### config.mk
export PLATFORM = sky130hd
export DESIGN_NAME = spm_datapath
export DESIGN_NICKNAME = d
export VERILOG_FILES = /design/src/rtl/spm_pkg.sv /design/src/rtl/spm_alu.sv /design/src/rtl/spm_datapath.sv
export SDC_FILE = /design/constraint.sdc
export NUM_CORES = 1
export LEC_CHECK = 0
export ABC_AREA = 1
export CAP_MARGIN = 20
export CORE_ASPECT_RATIO = 0.8
export CORE_MARGIN = 2
export CORE_UTILIZATION = 56
export CTS_BUF_LIST = sky130_fd_sc_hd__clkbuf_16
export CTS_CLUSTER_SIZE = 40
export DETAILED_ROUTE_END_ITERATION = 6
export GPL_TIMING_DRIVEN = 0
export PLACE_DENSITY = 0.81
export SLEW_MARGIN = 25
export SYNTH_ARGS = -nofsm -noshare
export SYNTH_HDL_FRONTEND = slang
export SYNTH_SLANG_ARGS = --single-unit
export TNS_END_PERCENT = 20
### constraint.sdc
create_clock -name clk -period 3.1 [get_ports clk]
set_input_delay 0.62 -clock clk [delete_from_list [all_inputs] [get_ports clk]]
set_output_delay 0.62 -clock clk [all_outputs]
set_load 0.02 [all_outputs]
### src/rtl/spm_pkg.sv
// Shared constants for the RISC SPM core: word width, opcodes and bus-select codes.
// The controller imports the same package, so these codes are the contract between the two.
package spm_pkg;

  localparam int WORD_W = 8;

  typedef enum logic [3:0] {
    NOP = 4'd0,
    ADD = 4'd1,
    SUB = 4'd2,
    AND = 4'd3,
    NOT = 4'd4,
    RD  = 4'd5,
    WR  = 4'd6,
    BR  = 4'd7,
    BRZ = 4'd8
  } opcode_e;

  localparam logic [2:0] SEL_R0 = 3'd0;
  localparam logic [2:0] SEL_R1 = 3'd1;
  localparam logic [2:0] SEL_R2 = 3'd2;
  localparam logic [2:0] SEL_R3 = 3'd3;
  localparam logic [2:0] SEL_PC = 3'd4;

  localparam logic [1:0] SEL_ALU  = 2'd0;
  localparam logic [1:0] SEL_BUS1 = 2'd1;
  localparam logic [1:0] SEL_MEM  = 2'd3;

endpackage

### src/rtl/spm_alu.sv
// Combinational ALU. Operand a is bus_1 and operand b is Y; arithmetic wraps at the word width.
module spm_alu
  import spm_pkg::*;
#(
  parameter int W = 8
) (
  input  logic [3:0]   opcode,
  input  logic [W-1:0] a,
  input  logic [W-1:0] b,
  output logic [W-1:0] result,
  output logic         zero
);

  always_comb begin
    result = '0;
    case (opcode)
      ADD:     result = b + a;
      SUB:     result = a - b;  // dest (bus_1) minus src (Y)
      AND:     result = b & a;
      NOT:     result = ~a;
      default: result = '0;
    endcase
  end

  assign zero = (result == '0);

endmodule

### src/rtl/spm_datapath.sv
// SPM processing unit: R0-R3, PC, IR, Y, Z and the address register, plus both buses.
// Every controller strobe takes effect on the next rising edge of clk.
module spm_datapath
  import spm_pkg::*;
#(
  parameter int WORD_W = spm_pkg::WORD_W
) (
  input  logic              clk,
  input  logic              rst,
  input  logic              load_R0,
  input  logic              load_R1,
  input  logic              load_R2,
  input  logic              load_R3,
  input  logic              load_PC,
  input  logic              inc_PC,
  input  logic              load_IR,
  input  logic              load_Y,
  input  logic              load_Z,
  input  logic              load_addr,
  input  logic [2:0]        sel_mux1,
  input  logic [1:0]        sel_mux2,
  input  logic [WORD_W-1:0] mem_word,
  output logic [WORD_W-1:0] instr,
  output logic              zero_flag,
  output logic [WORD_W-1:0] address,
  output logic [WORD_W-1:0] bus_1
);

  logic [WORD_W-1:0] r_q [4];
  logic [WORD_W-1:0] pc_q, pc_d;
  logic [WORD_W-1:0] ir_q, y_q, addr_q;
  logic              z_q;
  logic [WORD_W-1:0] bus_2;
  logic [WORD_W-1:0] alu_out;
  logic              alu_zero;
  logic [3:0]        load_r;

  assign load_r = {load_R3, load_R2, load_R1, load_R0};

  // Unused or unknown select codes park the bus at zero.
  always_comb begin
    bus_1 = '0;
    case (sel_mux1)
      SEL_R0:  bus_1 = r_q[0];
      SEL_R1:  bus_1 = r_q[1];
      SEL_R2:  bus_1 = r_q[2];
      SEL_R3:  bus_1 = r_q[3];
      SEL_PC:  bus_1 = pc_q;
      default: bus_1 = '0;
    endcase
  end

  always_comb begin
    bus_2 = '0;
    case (sel_mux2)
      SEL_ALU:  bus_2 = alu_out;
      SEL_BUS1: bus_2 = bus_1;
      SEL_MEM:  bus_2 = mem_word;
      default:  bus_2 = '0;
    endcase
  end

  spm_alu #(.W(WORD_W)) u_alu (
    .opcode (ir_q[WORD_W-1 -: 4]),
    .a      (bus_1),
    .b      (y_q),
    .result (alu_out),
    .zero   (alu_zero)
  );

  always_comb begin
    pc_d = pc_q;
    if (load_PC)
      pc_d = bus_2;
    else if (inc_PC)
      pc_d = pc_q + 1'b1;
  end

  for (genvar gi = 0; gi < 4; gi++) begin : g_gpr
    always_ff @(posedge clk or negedge rst) begin
      if (!rst)
        r_q[gi] <= '0;
      else if (load_r[gi])
        r_q[gi] <= bus_2;
    end
  end

  always_ff @(posedge clk or negedge rst) begin
    if (!rst) begin
      pc_q   <= '0;
      ir_q   <= '0;
      y_q    <= '0;
      addr_q <= '0;
      z_q    <= 1'b0;
    end else begin
      pc_q <= pc_d;
      if (load_IR)   ir_q   <= bus_2;
      if (load_Y)    y_q    <= bus_2;
      if (load_addr) addr_q <= bus_2;
      if (load_Z)    z_q    <= alu_zero;
    end
  end

  assign instr     = ir_q;
  assign zero_flag = z_q;
  assign address   = addr_q;

endmodule

==> reports/metrics.yaml <==
worst_setup_path:
  r2r_start: "instr[7]"
  worstSetupEndpointType: "flip-flop"
  cp-start-kind: "input port"
  slowest_stage: "ha_1"
  cp.required_ns: 3.37
  cpLargestDelayFamily: "simple AND/OR/NAND/NOR gates"
  path_buf_inv: 2
  cp_max_fo: 6
  reg2reg_to: "r_q[21]"
  rrSetupSlack_ns: 0.32
  crit_top_cell: "nand2_1"
  crit_type: "input port to flip-flop"
  reg2regPathDepth: 19
  path_cells: "buf_2 -> clkinv_4 -> nand3_4 -> nor2_1 -> nor3_2 -> nand2_2 -> ha_1 -> a21oi_1 -> nand2_2 -> or2_2 -> nand3_1 -> nand2_1 -> a21oi_2 -> nand2_1 -> nor2_2 -> nand2_1 -> nor2_1 -> nand2_1 -> nand2_1"
  critPathMaxStageDelay_ns: 0.35
  cp.arrival_ns: 3.22
job:
  drv_cap: 0
floorplanning:
  core_area_mm2: 0.00686
  start_util_pct: 57.5
  num_rows: 27
  die_h_um: 79.1
  dieArea_mm2: 0.00774
  io_pins: 50
  die_w_um: 97.8
power_and_ir_drop:
  sw_frac_of_total_pct: 36.8
  ir_drop_uv: 369
  p_sw_mw: 1.32
  power.density_mw_per_mm2: 703
  power.share.clock_pct: 32.3
  p_int_mw: 2.27
  power_frac_seq_pct: 30.6
  p_total_mw: 3.59
  power.leakage_nw: 2.63
  pwr-share-comb_pct: 37.1
sta:
  rsz0062_at_grt: "yes"
  setup_ws_ns: 0.154
  fin_tns_setup_ns: 0
  slew_violations: 0
  max-slew-margin-rel_pct: 45.6
  post-route-period-util_pct: 95.0
  setup_viol_count_final: 0
  worst_pin_slew_ns: 0.810
  fin_skew_ns: 0.00723
  max_freq_ghz: 0.339
  finalHoldViolations: 0
  hold_ws_ns: 0.171
  min_period_ns: 2.95
yosys:
  syn_avg_cell_area_um2: 7.15
  yosysSeqAreaShare_pct: 41.2
  syn_area_mm2: 0.00395
  synth_nets: 588
  synth_cell_types: 32
  synth-seq-cells: 65
  synth_cells: 552
  yosys_warnings: 0
clock_tree:
  clkTransAtPathRegs_ns: 0.06
  clock_latency_ns: 0.33
  cts_hold_buf: 0
  cts_root_buffer: "clkbuf_16"
  cts_sinks: 65
  htreeDepth: 3
  numCtsBuffers: 9
  clk_path_buf_depth: 2
  tritoncts: "yes"
route:
  num_vias: 3973
  drt-vias-per-instance: 5.54
  ant_nets: 0
  wl_per_cell_um: 16.2
  drt_iter0_markers: 384
  drt_wl_total_um: 11600
  dr.pass1.iters: 5
  drc_errors: 0
layout:
  most-common-layout-cells: "nand2_1, inv_1, dfrtp_1"
  drive_gt1_share_pct: 14.6
  synthToLayoutAreaGrowth_pct: 29.4
  final_util_pct: 74.5
  final_common_cell: "nand2_1"
  final_area_mm2: 0.00511
  nets: 661
  n_antenna_cell: 0
  fin_cells: 717
hold_path:
  min_path_type: "input port to asynchronous set/reset pin"
outcome:
  run_status: "completed"
placement:
  dp_hpwl_um: 8060
  pre_cts_slack_ns: -0.888
  routabilityCongestion: 0.936
  place_inst: 688
  portBuffers: 48
  dpl-instance-area_mm2: 0.00456
grt:
  grt_overflow_total: 0
  grt_usage_pct: 31.1
  grt_max_degree: 48
  grt_antenna_before_repair: 0
  grt_pass1_wl_um: 18800
  grt_pass1_vias: 3863
## synth_stat cells
library cell	n	share of area (%)
nand2_1	200	19
inv_1	79	7.5
dfrtp_1	65	41
nor2_1	37	3.5
nand3_1	29	3.7
o21ai_0	27	3.4
o21ai_1	12	1.5
ha_1	10	3.2
a21oi_1	8	1.0
buf_2	8	1.0
nand2_2	8	1.3
a22oi_1	7	1.3
o21ai_2	7	1.6
o22ai_1	7	1.1
xor2_1	7	1.6
inv_2	6	0.57
a31oi_1	4	0.63
nand2_4	4	1.1
nand3_2	4	1.0
nand4_1	4	0.63
nor3_1	3	0.38
or2_2	3	0.48
nor2_2	2	0.32
nor2_4	2	0.57
o211ai_2	2	0.63
a211oi_1	1	0.19
fa_1	1	0.51
nor3_2	1	0.25
nor3b_1	1	0.19
nor4_1	1	0.16
o211ai_1	1	0.19
o31ai_1	1	0.19
## layer usage
metal | vias up | global-route usage [%] | share of wire, %
li1 | 1898 | - | -
met1 | 1835 | 41.1 | 43
met2 | 205 | 47.7 | 44
met3 | 35 | 9.77 | 9.4
met4 | 0 | 12.6 | 3.0
met5 | - | 0 | 0
## power by group through the flow
stage / logic, mW / registers (mW) / clock network, mW
detailed placement: 1.20 / 1.11 / 0
floorplan: 0.765 / 1.13 / 0
global placement: 1.15 / 1.10 / 0
global route: 1.48 / 1.12 / 1.20
finish: 1.33 / 1.10 / 1.16
CTS: 1.24 / 1.10 / 1.16
## worst max-delay path by stage
stage	from	end	cells after the start
after floorplan	sel_mux1[2]	zero_flag	21
after CTS	sel_mux1[2]	y_q[4]	20
after global placement	sel_mux1[1]	pc_q[4]	18
after global routing	sel_mux1[2]	r_q[29]	22
after detailed placement	sel_mux1[1]	y_q[4]	19
final	sel_mux1[2]	zero_flag	19
## kinds of logic after synthesis
| kind of cell | count (synthesis) | synth area share (%) |
|---|---|---|
| AOI/OAI and AO/OA | 77 | 11.8 |
| xor gates and xnor gates | 7 | 1.55 |
| adders and majority gates | 11 | 3.68 |
| buffers and inverters | 93 | 9.10 |
| DFF | 65 | 41.2 |
| and+or+nand+nor | 299 | 32.6 |
## flip-flops by register name, summed over array words and instances (netlist names)
signal	cells
y_q	8
instr	8
r_q	32
zero_flag	1
address	8
pc_q	8
## cell type report
| type | instances | area, um2 |
|---|---|---|
| buffer | 8 | 40.0 |
| clock buffer | 9 | 225 |
| clock inverter | 7 | 110 |
| fill | 522 | 1750 |
| inverter | 85 | 324 |
| multi-input combinational | 394 | 2080 |
| sequential | 65 | 1630 |
| tap | 87 | 109 |
| timing repair buffer | 62 | 593 |
## repair_timing
| item | CTS | global route |
|---|---|---|
| setup endpoints to repair | 66 | 57 |
| setup buffers | 6 | 7 |
| pin swaps | 3 | 7 |
| gates resized for setup | 20 | 25 |
Note: power is estimated with default switching activity, not from simulation.
